===== config.mk =====
export PLATFORM = sky130hd
export DESIGN_NAME = fetch_stage
export DESIGN_NICKNAME = d
export VERILOG_FILES = /design/src/rtl/fetch_stage.sv
export SDC_FILE = /design/constraint.sdc
export NUM_CORES = 1
export LEC_CHECK = 0
export BUFFER_PORTS_ARGS = -buffer_cell sky130_fd_sc_hd__buf_2
export CAP_MARGIN = 15
export CORE_MARGIN = 2
export CORE_UTILIZATION = 30
export CTS_CLUSTER_DIAMETER = 80
export DETAILED_ROUTE_END_ITERATION = 10
export PLACE_DENSITY = 0.48
export SKIP_CTS_REPAIR_TIMING = 1
export SLEW_MARGIN = 10
export SYNTH_ARGS = -nofsm -noshare
export SYNTH_HDL_FRONTEND = slang
export SYNTH_SLANG_ARGS = --single-unit

===== constraint.sdc =====
create_clock -name inp_clk -period 4.2 [get_ports inp_clk]
set_input_delay 0.21 -clock inp_clk [delete_from_list [all_inputs] [get_ports inp_clk]]
set_output_delay 0.21 -clock inp_clk [all_outputs]
set_load 0.01 [all_outputs]

===== src/rtl/fetch_stage.sv =====
// Instruction fetch stage: PC, single-outstanding req/ack imem port, 2-entry FIFO toward decode.
// Optional stall counter output enabled by defining FETCH_STALL_CNT_EN.
module fetch_stage #(
  parameter int                  PC_WIDTH = 16,
  parameter logic [PC_WIDTH-1:0] RESET_PC = '0
) (
  input  logic                inp_clk,
  input  logic                inp_rst,
  output logic                out_imem_req,
  output logic [PC_WIDTH-1:0] out_imem_addr,
  input  logic                inp_imem_ack,
  input  logic [15:0]         inp_imem_data,
  output logic                out_valid,
  output logic [15:0]         out_instruction,
  output logic [PC_WIDTH-1:0] out_pc,
  input  logic                inp_stall,
  input  logic                inp_redirect,
  input  logic [PC_WIDTH-1:0] inp_redirect_pc
`ifdef FETCH_STALL_CNT_EN
  ,
  output logic [15:0]         out_stall_cnt
`endif
);

  localparam logic [PC_WIDTH-1:0] PC_ONE = {{(PC_WIDTH-1){1'b0}}, 1'b1};

  typedef enum logic [1:0] {S_IDLE, S_BUSY, S_DROP} state_t;

  state_t              r_state;
  state_t              w_state_nxt;
  logic [PC_WIDTH-1:0] r_fetch_pc;
  logic [PC_WIDTH-1:0] w_fetch_pc_nxt;
  logic [PC_WIDTH-1:0] r_req_addr;
  logic [PC_WIDTH-1:0] w_req_addr_nxt;
  logic [1:0]          r_cnt;
  logic                r_rd_ptr;
  logic                r_wr_ptr;
  logic [15:0]         r_instr [2];
  logic [PC_WIDTH-1:0] r_pc    [2];

  logic                w_pop;
  logic                w_push;
  logic                w_flush;
  logic [1:0]          w_cnt_after_pop;
  logic [PC_WIDTH-1:0] w_pc_inc;

  assign w_pop           = (r_cnt != 2'd0) && !inp_stall;
  assign w_cnt_after_pop = r_cnt - {1'b0, w_pop};
  assign w_pc_inc        = r_fetch_pc + PC_ONE;

  always_comb begin
    w_state_nxt    = r_state;
    w_fetch_pc_nxt = r_fetch_pc;
    w_req_addr_nxt = r_req_addr;
    w_push         = 1'b0;
    w_flush        = 1'b0;
    case (r_state)
      S_IDLE: begin
        if (inp_redirect) begin
          w_fetch_pc_nxt = inp_redirect_pc;
          w_flush        = 1'b1;
        end else if (w_cnt_after_pop < 2'd2) begin
          w_req_addr_nxt = r_fetch_pc;
          w_state_nxt    = S_BUSY;
        end
      end
      S_BUSY: begin
        if (inp_redirect) begin
          w_flush        = 1'b1;
          w_fetch_pc_nxt = inp_redirect_pc;
          if (inp_imem_ack) w_req_addr_nxt = inp_redirect_pc;
          else              w_state_nxt    = S_DROP;
        end else if (inp_imem_ack) begin
          w_push         = 1'b1;
          w_fetch_pc_nxt = w_pc_inc;
          // Only an empty-after-pop FIFO leaves room to issue the next word back-to-back.
          if (w_cnt_after_pop == 2'd0) w_req_addr_nxt = w_pc_inc;
          else                         w_state_nxt    = S_IDLE;
        end
      end
      S_DROP: begin
        if (inp_redirect) begin
          w_fetch_pc_nxt = inp_redirect_pc;
          w_flush        = 1'b1;
        end else if (inp_imem_ack) begin
          w_req_addr_nxt = r_fetch_pc;
          w_state_nxt    = S_BUSY;
        end
      end
      default: w_state_nxt = S_IDLE;
    endcase
  end

  always_ff @(posedge inp_clk or posedge inp_rst) begin
    if (inp_rst) begin
      r_state    <= S_IDLE;
      r_fetch_pc <= RESET_PC;
      r_req_addr <= '0;
    end else begin
      r_state    <= w_state_nxt;
      r_fetch_pc <= w_fetch_pc_nxt;
      r_req_addr <= w_req_addr_nxt;
    end
  end

  // FIFO control; a push never coincides with a flush.
  always_ff @(posedge inp_clk or posedge inp_rst) begin
    if (inp_rst) begin
      r_cnt    <= 2'd0;
      r_rd_ptr <= 1'b0;
      r_wr_ptr <= 1'b0;
    end else if (w_flush) begin
      r_cnt    <= 2'd0;
      r_rd_ptr <= 1'b0;
      r_wr_ptr <= 1'b0;
    end else begin
      if (w_push) r_wr_ptr <= ~r_wr_ptr;
      if (w_pop)  r_rd_ptr <= ~r_rd_ptr;
      r_cnt <= r_cnt + {1'b0, w_push} - {1'b0, w_pop};
    end
  end

  always_ff @(posedge inp_clk) begin
    if (w_push) begin
      r_instr[r_wr_ptr] <= inp_imem_data;
      r_pc[r_wr_ptr]    <= r_req_addr;
    end
  end

  assign out_imem_req    = (r_state != S_IDLE);
  assign out_imem_addr   = r_req_addr;
  assign out_valid       = (r_cnt != 2'd0);
  assign out_instruction = out_valid ? r_instr[r_rd_ptr] : 16'h0000;
  assign out_pc          = out_valid ? r_pc[r_rd_ptr]    : '0;

`ifdef FETCH_STALL_CNT_EN
  logic [15:0] r_stall_cnt;

  always_ff @(posedge inp_clk or posedge inp_rst) begin
    if (inp_rst)
      r_stall_cnt <= 16'h0000;
    else if (out_valid && inp_stall && (r_stall_cnt != 16'hFFFF))
      r_stall_cnt <= r_stall_cnt + 16'h0001;
  end

  assign out_stall_cnt = r_stall_cnt;
`endif

endmodule


# Word-level counts from Yosys, hierarchy flattened
# Memory sizes are Yosys's and may differ from the RTL's.
# Cells that the tools add are included.
totals:
  ramBits: 64
  n_memories: 2
  regBits: 38
  latchBits: 0
  wordCells: 78
  out_inout_bits: 50
  romBits: 0
op_classes:
  mul: 0
  n_eq_ne: 12
  n_addsub: 4
  muxes: 36
  reduce_logical: 15
  n_bitwise: 2
  shifts: 0
  order_cmp: 1
  div_mod_pow: 0
mem_list:
  columns: ["memory", "words", "word_bits", "read_ports", "rd_ports_with_merged_regs", "write_ports", "line_no", "rtl"]
  rows:
  - ["r_instr", 2, 16, 1, 0, 1, "38", "logic [15:0] r_instr [2];"]
  - ["r_pc", 2, 16, 1, 0, 1, "39", "logic [PC_WIDTH-1:0] r_pc [2];"]
ops:
  columns: ["op", "n"]
  rows:
  - ["16-bit 2-to-1 mux", 13]
  - ["16-bit case mux with 3 select lines", 1]
  - ["16-bit case mux with 2 select lines", 1]
  - ["2-bit 2-to-1 mux", 9]
  - ["16-bit by 1-bit adder with 16-bit output (second input constant)", 1]
  - ["7-bit AND reduction", 2]
  - ["3-bit inequality test (second input constant)", 4]
  - ["1-bit 2-to-1 mux", 11]
  - ["2-bit inequality test (second input constant)", 5]
  - ["2-bit nonzero test", 5]
  - ["2-bit case mux with 3 select lines", 1]
  - ["2-bit zero test", 2]
  - ["2-bit by 1-bit subtractor with 2-bit output", 2]
  - ["3-bit AND reduction", 1]
  - ["3-bit nonzero test", 1]
  - ["3-bit OR reduction", 1]
  - ["2-bit by 1-bit adder with 2-bit output", 1]
  - ["2-bit by 1-bit equality test with 1-bit output (second input constant)", 1]
  - ["2-bit equality test (second input constant)", 1]
  - ["2-bit < comparator (second input constant)", 1]
  - ["2-bit by 1-bit inequality test with 1-bit output (second input constant)", 1]
  - ["1-bit NOT", 2]
  - ["2-bit OR reduction", 1]
  - ["1-bit logical AND", 1]
  - ["1-bit zero test", 1]

# Depth between registers and ports, before layout
# Gate-level depths: netlist (run 1).
depth:
  word_depth: 8
  depth_mapped: 8
  mapped_depth_nobuf: 7

# Least setup slack after synthesis (run 1)
# Ideal clock, no wire load.
synth_path:
  path_kind: "register to register"
  startpoint: "reg r_state[0]"
  endpoint: "mem r_instr[0][0], enable pin"
  path_slack_ns: 1.243
  setup_ns: 0.425
  t_arrival_ns: 2.532
  stages_incl_launch_ff: 5
  n_path_buf: 1
  required_ns: 3.775
  period_less_slack_ns: 2.957
  cell_sequence: "dfrtp_1 -> buf_2 -> inv_2 -> nor4_4 -> nor2b_1"
synth_between:
  elab_chain_cells: 4
synth_rtl:
  columns: ["element", "line_no", "rtl"]
  rows:
  - ["from (decl)", "29", "state_t r_state;"]
  - ["from (signal assigned)", "100", "r_state <= w_state_nxt;"]
  - ["2-bit by 1-bit equality test with 1-bit output", "57", "case (r_state)"]
  - ["1-bit 2-to-1 mux", "57", null]
  - ["1-bit 2-to-1 mux", "124", "if (w_push) begin"]
  - ["1-bit 2-to-1 mux (not written as such)", "125", "r_instr[r_wr_ptr] <= inp_imem_data;"]
  - ["to (decl)", "38", null]
# Every way passes these cells.

# Worst setup path after layout (run 1)
layout_path:
  startpoint: "reg r_state[0]"
  endpoint: "mem r_instr[0][4], enable pin"
# The elaborated chain is that of the path after synthesis.

==> results by group, run 1 <==
Outcome
  • Run status: finished, violations left
  • Violated checks: negative hold slack

Floorplan
  • Starting Density: 0.304
  • # rows: 47
  • I/O Pins: 87
  • Die outline width: between 100 and 150 um
  • Core Area: between 15,000 and 20,000 sq um
  • Die height: 133 um
  • Die area: 17,700 sq um

Clock network
  • Clk pin slew, worst setup/hold paths: 0.07 ns
  • # clock sinks: 102
  • Root Driver: clkbuf_16
  • Htree depth: 3
  • Max Buffers Root-to-Sink: 2
  • Clock buffer count from CTS: 9
  • Latest clock arrival within the worst-skew pair: 0.34 ns
  • CTS tree: done

STA
  • Fin worst setup slack: between 1.5 and 2 ns
  • Worst slew pin tran: between 1 and 1.5 ns
  • Setup total negative slack: 0 ns
  • RSZ-0062 raised after global routing: no
  • Max-slew violation count: 0
  • Fin crit period: 2.47 ns
  • Tcrit/Tclk final: 0.589
  • Hold_ws: -0.0129 ns
  • Final setup viols: 0
  • Slew headroom: 0.268
  • Hold Fails Final Rpt: 24
  • Clock Skew: around 0.0056 ns
  • Fmax: 0.404 GHz

Logic synthesis
  • Mapped Nets: roughly 490
  • Netlist cell types: just under 60
  • Mapped cell area: about 5000 sq um
  • FF+latch count, synth: about 100
  • Number of synthesized flops with an enable pin: 64
  • Ys async rst share: 0.373
  • Post-synthesis xor/xnor area fraction: 0.0158
  • Mean Syn Cell Area: ~11 sq um
  • Cell count after synthesis: approximately 450
  • Adder-Cell Fraction of Synth Area: 0.00502
  • Post-synthesis sequential area ratio: 0.576
  • Simple-Gate Fraction of Synth Area: 0.152
  • Mux share of post-synthesis cell area: 0.0766
  • Ys flop type: edfxtp_1
  • Synth Area in Compound Gates: 0.136
  • Largest family of logic cells by synthesized area: simple AND/OR/NAND/NOR gates
  • YS warnings: 0

Drt
  • Routed wire per std cell: 16.7 um
  • Routed Wire Length: 12,300 um
  • DR DRC count: 0
  • DR vias: around 3,600
  • DRT antenna net count: 0
  • Drt first pass iters: 4
  • Via/cell ratio: 4.92
  • Initial DRC count: around 280

Setup path
  • Worst R2R Path Depth: 3
  • Worst-path cell chain: inv_2 -> nor4_4 -> nor2b_4
  • Crit. End Element: flip-flop
  • Worst path slowest cell: nor2b_4
  • Cell count along the critical path: 3
  • Critical path buffer and inverter count: 1
  • Crit-path max FO: 32
  • Crit path max-delay family: simple AND/OR/NAND/NOR gates
  • Critical path type: reg2reg
  • Required time at the worst-slack endpoint: 4.17 ns
  • CP arrival: 2.44 ns
  • CP Launch Type: flip-flop
  • Critical path's largest stage delay: 0.88 ns

Cells and area
  • Antenna diode count: 0
  • Fillers: 1,669
  • Layout cells sized above 1: 0.234
  • Sequential Area: 2870 sq um
  • Area occupied by multi-input gates: 1930 sq um
  • Core Util, Final: 0.358
  • Layout area overhead: 17.8%
  • Final nets: 556

Global routing
  • Gr ovfl total: 0
  • Largest net degree at the start of global routing: 54
  • Vias in the first global route: 3,544
  • Overall Global Routing Usage: 0.145
  • First-pass GRT wire length: 19,800 um
  • Initial antenna violation count: 0

Job
  • Max_cap viols: 0

Place
  • Place WS: 1.64 ns
  • Gpl congestion: 0.824
  • PortBufs: 86
  • Post-DP HPWL: 8350 um

Power and ir drop
  • PD cells: 669 nW/um^2
  • P_leak: 2.22 nW
  • Maximum vdd ir drop: 0.000281 V

Hold path
  • Hold WC Path Type: in2async
## through the flow
step	cell area (sq um)	power (mW)	instances	hold slack, ns
after floorplan	4980	2.66	446	0.309
after global placement	5590	3.13	726	0.382
after detailed placement	5590	3.15	726	0.377
after CTS	5870	3.98	741	0.00713
after global routing	5870	4.22	741	0.0325
final	5870	3.93	741	-0.0129
## synth_stat cells (5+ instances only)
| cell type | n | area [sq um] |
|---|---|---|
| a2bb2oi_1 | 5 | 43.8 |
| o21a_1 | 5 | 37.5 |
| nand2_1 | 22 | 82.6 |
| a21oi_1 | 33 | 165 |
| edfxtp_1 | 64 | 1920 |
| o22ai_1 | 6 | 37.5 |
| nor2_1 | 70 | 263 |
| xor2_1 | 5 | 43.8 |
| nand3_1 | 15 | 75.1 |
| inv_1 | 7 | 26.3 |
| dfrtp_1 | 38 | 951 |
| nand2b_1 | 8 | 50.1 |
| o21ai_0 | 20 | 100 |
| clkbuf_1 | 9 | 33.8 |
| mux2i_1 | 37 | 370 |
| buf_2 | 15 | 75.1 |
| buf_4 | 6 | 45.0 |
## state kept, by name (all words and copies together), names as in the netlist
signal	flops
r_instr	32
r_pc	32
out_imem_addr	16
r_fetch_pc	16
r_cnt	2
r_state	2
r_rd_ptr	1
r_wr_ptr	1
## kinds of logic after synthesis
family / Yosys count
AND/OR/NAND/NOR: 149
AO/OA/AOI/OAI: 106
flip-flops: 102
buffers and inverters: 40
multiplexers: 38
XOR/XNOR: 9
adder cells (fa/ha/maj): 2
## cells in the final DEF (no fill, tap or decap), types with 2 or more instances in the layout
master	netlist	layout
mux2i_1	37	37
nand2b_1	8	8
o22ai_1	6	6
a31oi_1	3	3
nand3b_1	3	3
a21o_1	3	3
o211ai_1	2	2
a41oi_1	4	4
o21a_1	5	5
nand2_1	22	22
o31a_1	3	3
xor2_1	5	5
a21boi_0	2	2
nor3_1	4	4
or2_2	2	2
nor2b_1	3	2
o21ai_0	20	20
xnor2_1	4	4
o22a_1	2	2
edfxtp_1	64	64
or3_1	3	3
nor2_1	70	69
ha_1	2	2
nand3_1	15	15
a21oi_1	33	33
inv_6	0	2
buf_2	15	86
o21bai_1	2	2
a311oi_1	3	3
a2bb2oi_1	5	5
and2_1	3	3
buf_4	6	6
inv_1	7	7
a22oi_1	3	3
and3_1	4	4
o31ai_1	2	2
clkbuf_16	0	9
dfrtp_1	38	37
o21ai_1	3	3
## area by class of cell
| cell class | instances | area share |
|---|---|---|
| clock buffer | 10 | 0.0390 |
| clock inverter | 5 | 0.0100 |
| tap | 220 | 0.0469 |
| timing repair buffer | 92 | 0.0810 |
| sequential | 102 | 0.489 |
| inverter | 8 | 0.00511 |
| multi-input combinational | 304 | 0.329 |
## final timing paths
kind                                         from               end  slack (ns)
worst max-delay path                   r_state[0]     r_instr[0][4]        1.73
worst min-delay path                      inp_rst  out_imem_addr[1]       -0.01
worst max register to register         r_state[0]     r_instr[0][4]        1.73
worst min register to register  out_imem_addr[13]       r_pc[1][13]        0.51
max in group asynchronous                 inp_rst          r_rd_ptr        3.83
min in group inp_clk            inp_imem_data[15]    r_instr[0][15]        0.06
## layer usage
metal  GRT usage  share of wire
met1       0.204           0.47
met2       0.228           0.47
met3      0.0356          0.050
met4      0.0281         0.0072
met5           0              0
## report_power, final
part / internal [mW] / switching [mW] / total, mW
clock network: 0.461 / 0.355 / 0.816
logic: 0.582 / 0.803 / 1.38
registers: 1.35 / 0.381 / 1.73
## tightest hold or removal path: stages
cell and delay (ns):
buf_2 0.09, inv_1 0.04, buf_4 0.43
Note: power is estimated with default switching activity, not from simulation.
==> inputs of run 2 (changes only) <==
--- a/config.mk
+++ b/config.mk
@@ -11,7 +11,7 @@
 export CORE_UTILIZATION = 30
 export CTS_CLUSTER_DIAMETER = 80
 export DETAILED_ROUTE_END_ITERATION = 10
-export PLACE_DENSITY = 0.48
+export PLACE_DENSITY = 0.5
 export SKIP_CTS_REPAIR_TIMING = 1
 export SLEW_MARGIN = 10
 export SYNTH_ARGS = -nofsm -noshare
==> constraint.sdc (replaced) <==
create_clock -name inp_clk -period 2 [get_ports inp_clk]
set_input_delay 0.1 -clock inp_clk [delete_from_list [all_inputs] [get_ports inp_clk]]
set_output_delay 0.1 -clock inp_clk [all_outputs]
set_load 0.01 [all_outputs]
==> run 2 against run 1 <==
  * The flow now finishes without violations
  * Die area did not move
  * Utilization rose by 2.6 points
  * Power rose by 120%
==> results by group, run 2 (synthesis results as in run 1) <==
Power and ir drop
  • Maximum vdd ir drop: 0.000536 V (+91%)
  • P_leak: 2.44 nW (+9.7%)
  • Overall Power: 8.65 mW (+120%)
  • PD cells: 1370 nW/um^2 (+100%)

Floorplan
  • Core Area: 16,400 sq um (unchanged)
  • # rows: 47 (unchanged)
  • Die area: 17,700 sq um (unchanged)
  • Die outline width: 133 um (unchanged)
  • I/O Pins: 87 (unchanged)
  • Die height: 133 um (unchanged)
  • Starting Density: 0.304 (unchanged)

Setup path
  • Critical path buffer and inverter count: 4 (+3)
  • CP arrival: 1.95 ns (-0.49 ns)
  • CP Launch Type: flip-flop
  • Crit-path max FO: 32 (unchanged)
  • Crit path max-delay family: buffers and inverters
  • Worst-path cell chain: inv_4 -> nor4_4 -> buf_4 -> buf_4 -> nor2b_4 -> buf_12
  • Critical path type: reg2reg
  • Worst path slowest cell: dfrtp_2
  • Crit. End Element: flip-flop
  • Crit path top cell by count: buf_4
  • Required time at the worst-slack endpoint: 2.05 ns (-2.12 ns)
  • Critical path's largest stage delay: 0.45 ns (-0.43 ns)

Cells and area
  • Antenna diode count: 0 (unchanged)
  • Biggest regs: r_instr: 32 flops, r_pc: 32 flops
  • Final nets: 599 (+7.7%)
  • Layout area overhead: 26.5%
  • Layout cells sized above 1: 0.273 (+0.0384)
  • Commonest non-fill, non-tap cell in the layout: buf_2
  • Commonest non-fill, non-tap cells in the layout: buf_2, nor2_1, edfxtp_1
  • Fillers: 1,604 (-3.9%)

Drt
  • Routed wire per std cell: 16.5 um (-0.84%)
  • DR vias: 3,793 (+4.0%)
  • Routed Wire Length: 13,000 um (+5.0%)
  • DR DRC count: 0 (unchanged)
  • Drt first pass iters: 4 (unchanged)
  • Initial DRC count: 276 (-2.8%)
  • Via/cell ratio: 4.83 (-1.9%)
  • DRT antenna net count: 0 (unchanged)

Clock network
  • Clk pin slew, worst setup/hold paths: 0.07 ns (about the same)
  • CTS tree: done
  • Latest clock arrival within the worst-skew pair: 0.36 ns (+0.02 ns)
  • Htree depth: 3 (unchanged)
  • Max Buffers Root-to-Sink: 2 (unchanged)
  • # clock sinks: 102 (unchanged)
  • Clock buffer count from CTS: 9 (unchanged)
  • Root Driver: clkbuf_16

Place
  • Gpl congestion: 0.859 (+4.2%)
  • PortBufs: 86 (unchanged)
  • Post-DP HPWL: 8930 um (+7.0%)

Job
  • Max_cap viols: 0 (unchanged)

Global routing
  • Largest net degree at the start of global routing: 50 (-7.4%)
  • Initial antenna violation count: 0 (unchanged)
  • First-pass GRT wire length: 20,400 um (+3.1%)
  • Vias in the first global route: 3,695 (+4.3%)
  • Overall Global Routing Usage: 0.149 (+0.00442)
  • Gr ovfl total: 0 (unchanged)

STA
  • Tcrit/Tclk final: 0.949 (+0.360)
  • Fmax: 0.527 GHz (+30%)
  • Final setup viols: 0 (unchanged)
  • Clock Skew: 0.00878 ns (+0.00319 ns)
  • Fin crit period: 1.90 ns (-0.575 ns)
  • Slew headroom: 0.651 (+0.382)
  • Hold_ws: 0.0473 ns (+0.0603 ns)
  • Hold Fails Final Rpt: 0 (-100%)
  • Worst slew pin tran: 0.521 ns (-0.572 ns)
  • Max-slew violation count: 0 (unchanged)

Hold path
  • Hold WC Path Type: in2reg

Outcome
  • Run status: complete, no violations
-- run 2: final timing paths --
check | from | to | slack [ns] | depth (start not counted)
max in group asynchronous | inp_rst | r_rd_ptr | 1.21 | 4
hold / removal | inp_redirect_pc[7] | r_fetch_pc[7] | 0.05 | 3
setup reg to reg | r_state[0] | r_instr[0][1] | 0.10 | 6
min in group asynchronous | inp_rst | r_wr_ptr | 0.41 | 4
setup / recovery | r_state[0] | r_instr[0][1] | 0.10 | 6
hold reg to reg | out_imem_addr[7] | r_pc[0][7] | 0.52 | 0
-- run 2: final cells by class --
class / instances / area (sq um) / share of cell area
flip-flops and latches: 102 / 2880 / 0.456
multi-input cells: 304 / 1930 / 0.307
repair buffers: 135 / 916 / 0.145
well taps: 220 / 275 / 0.0436
clock buffers: 9 / 225 / 0.0357
clock inverters: 7 / 47.5 / 0.00754
inverters: 8 / 32.5 / 0.00516
-- run 2: worst reg2reg max path, cell delays in order (launching register included) --
cell	delay, ns
dfrtp_2	0.45
inv_4	0.11
nor4_4	0.37
buf_4	0.18
buf_4	0.10
nor2b_4	0.14
buf_12	0.22
-- run 2: metrics by stage --
step | area [sq um] | cells | setup slack [ns] | utilization | TNS (ns)
floorplan | 5000 | 446 | 0.0155 | - | 0
global placement | 5800 | 744 | 0.155 | 0.353 | 0
detailed placement | 5800 | 744 | 0.0760 | 0.353 | 0
CTS | 6070 | 760 | 0.0445 | 0.370 | 0
global route | 6310 | 785 | -0.0260 | 0.384 | -0.0260
finish | 6310 | 785 | 0.102 | 0.384 | 0
-- run 2: power by group --
part / switching [mW] / internal, mW
sequential: 0.577 / 2.84
combinational: 2.02 / 1.56
clock: 0.809 / 0.849
total: 3.41 / 5.24
-- run 2: layer usage --
layer,up-vias,GRT usage,share of wire
met5,-,0,0
met4,0,0.0526,0.011
met3,10,0.0333,0.052
met1,1827,0.206,0.49
met2,105,0.231,0.45
li1,1851,-,-
==> inputs of run 3 (changes only) <==
--- a/config.mk
+++ b/config.mk
@@ -8,12 +8,12 @@
 export BUFFER_PORTS_ARGS = -buffer_cell sky130_fd_sc_hd__buf_2
 export CAP_MARGIN = 15
 export CORE_MARGIN = 2
-export CORE_UTILIZATION = 30
+export CORE_UTILIZATION = 51
 export CTS_CLUSTER_DIAMETER = 80
 export DETAILED_ROUTE_END_ITERATION = 10
-export PLACE_DENSITY = 0.5
+export PLACE_DENSITY = 0.77
 export SKIP_CTS_REPAIR_TIMING = 1
-export SLEW_MARGIN = 10
+export SLEW_MARGIN = 20
 export SYNTH_ARGS = -nofsm -noshare
 export SYNTH_HDL_FRONTEND = slang
 export SYNTH_SLANG_ARGS = --single-unit
==> run 3 against run 2 <==
  * Register-to-register slack better by 0.07 ns
  * Clock power down 26%
  * Highest routed layer unchanged
  * First-iteration DRC count down 22%
  * Largest power group is now registers
  * Sequential power up 2%
  * Non-clock buffer count down 6
  * Cell area down 3.7%
  * Hold slack worse by 0.037 ns
==> results by group, run 3 (synthesis results as in run 1) <==
Cells and area
  • Final instance area: 6070 sq um (-3.7%)
  • Commonest non-fill, non-tap cell in the layout: buf_2
  • Antenna diode count: 0 (unchanged)
  • Fin cells: 692 (-12%)
  • Core Util, Final: 0.630 (+0.246)
  • Final nets: 593 (-1.0%)
  • Biggest regs: r_instr: 32 flops, r_pc: 32 flops
  • Commonest non-fill, non-tap cells in the layout: buf_2, nor2_1, edfxtp_1
  • Layout area overhead: 21.8%
  • Layout cells sized above 1: 0.263 (-0.00960)

Drt
  • Routed wire per std cell: 16.7 um (+1.2%)
  • Drt first pass iters: 4 (unchanged)
  • DR vias: 3,835 (+1.1%)
  • DR DRC count: 0 (unchanged)
  • Via/cell ratio: 5.54 (+15%)
  • DRT antenna net count: 0 (unchanged)
  • Routed Wire Length: 11,600 um (-11%)
  • Initial DRC count: 214 (-22%)

Clock network
  • Root Driver: clkbuf_8
  • CTS tree: done
  • Htree depth: 3 (unchanged)
  • Max Buffers Root-to-Sink: 2 (unchanged)
  • # clock sinks: 102 (unchanged)
  • Clock buffer count from CTS: 9 (unchanged)
  • Clk pin slew, worst setup/hold paths: 0.10 ns (+0.03 ns)
  • Latest clock arrival within the worst-skew pair: 0.37 ns (about the same)

Floorplan
  • Starting Density: 0.517 (+0.213)
  • Die area: 10,600 sq um (-40%)
  • # rows: 36 (-23%)
  • Core Area: 9640 sq um (-41%)
  • Die outline width: 103 um (-23%)
  • I/O Pins: 87 (unchanged)
  • Die height: 103 um (-23%)

Power and ir drop
  • Overall Power: 8.06 mW (-6.8%)
  • PD cells: 1330 nW/um^2 (-3.2%)
  • P_leak: 2.37 nW (-2.9%)
  • Maximum vdd ir drop: 0.000592 V (+10%)

Hold path
  • HP Start: inp_redirect_pc[2]
  • Hold WC Path Type: in2reg

Setup path
  • CP Launch Type: flip-flop
  • CP arrival: 1.75 ns (-0.20 ns)
  • Reg2reg start: r_fetch_pc[2]
  • Critical path's largest stage delay: 0.67 ns (+0.22 ns)
  • Worst setup path startpoint: r_rd_ptr
  • Worst path slowest cell: dfrtp_2
  • Critical path buffer and inverter count: 2 (-2)
  • Critical path type: reg2out
  • Crit-path max FO: 15 (-53%)
  • Crit. End Element: primary output
  • Required time at the worst-slack endpoint: 1.90 ns (-0.15 ns)
  • Worst-path cell chain: buf_4 -> mux2i_1 -> nor2_1 -> buf_2
  • Crit path max-delay family: flip-flops

Outcome
  • Run status: complete, no violations

STA
  • Setup total negative slack: 0 ns (unchanged)
  • Hold Fails Final Rpt: 0 (unchanged)
  • Final setup viols: 0 (unchanged)
  • Clock Skew: 0.0122 ns (+0.00345 ns)
  • Slew headroom: 0.641 (-0.0103)
  • Fmax: 0.542 GHz (+2.8%)
  • Fin worst setup slack: 0.154 ns (+0.0526 ns)
  • Hold_ws: 0.0107 ns (-0.0366 ns)
  • Fin crit period: 1.85 ns (-0.0526 ns)
  • Tcrit/Tclk final: 0.923 (-0.0263)
  • Worst slew pin tran: 0.539 ns (+0.0177 ns)
  • Max-slew violation count: 0 (unchanged)
  • RSZ-0062 raised after global routing: no

Global routing
  • First-pass GRT wire length: 17,300 um (-15%)
  • Largest net degree at the start of global routing: 45 (-10%)
  • Overall Global Routing Usage: 0.215 (+0.0655)
  • Vias in the first global route: 3,437 (-7.0%)
  • Initial antenna violation count: 0 (unchanged)
  • Gr ovfl total: 0 (unchanged)

Place
  • PortBufs: 86 (unchanged)
  • Post-DP Area: 5700 sq um (-1.7%)
  • Gpl congestion: 0.894 (+4.1%)
  • Post-DP HPWL: 7900 um (-12%)
  • Place WS: 0.129 ns (+0.0529 ns)
  • Placed insts: 657 (-12%)

Job
  • Max_cap viols: 0 (unchanged)
-- run 3: changes by cell type in the layout (fill, tap and decap cells not counted), sizes merged --
cell | before | now
inv | 11 | 10
clkbuf | 9 | 10
clkinvlp | 1 | 2
clkinv | 3 | 2
buf | 118 | 112
-- run 3: cell type report --
type                            instances  area (sq um)
Clock buffer                           10           128
Sequential cell                       102          2880
Tap cell                              133           166
Inverter                                8          30.0
Clock inverter                          6          55.1
Timing Repair Buffer                  129           883
Fill cell                             775          3570
Multi-Input combinational cell        304          1940
-- run 3: per-layer routing --
metal	track usage	up-vias	part of all wire
met2	0.338	129	0.48
met3	0.0325	19	0.056
met5	0	-	0
met1	0.298	1847	0.44
li1	-	1840	-
met4	0.0951	0	0.020
-- run 3: power by group --
part	total (mW)	leakage [nW]	internal [mW]	switching, mW
logic	3.36	1.27	1.49	1.87
registers	3.47	1.01	2.83	0.642
clock network	1.23	0.0865	0.475	0.756
total	8.06	2.37	4.79	3.27
-- run 3: tightest hold or removal path, stage by stage --
cell and delay, ns:
buf_2 0.11, nor2_1 0.09, a311oi_1 0.05
-- run 3: path summary, 6_finish.rpt --
check | to | slack (ns) | cells past startpoint
setup reg to reg | out_imem_addr[12] | 0.17 | 5
hold reg to reg | r_pc[0][11] | 0.51 | 0
setup / recovery | out_pc[10] | 0.15 | 4
hold / removal | r_fetch_pc[2] | 0.01 | 3
min in group asynchronous | r_fetch_pc[1] | 0.38 | 4
max in group asynchronous | r_state[0] | 1.25 | 4
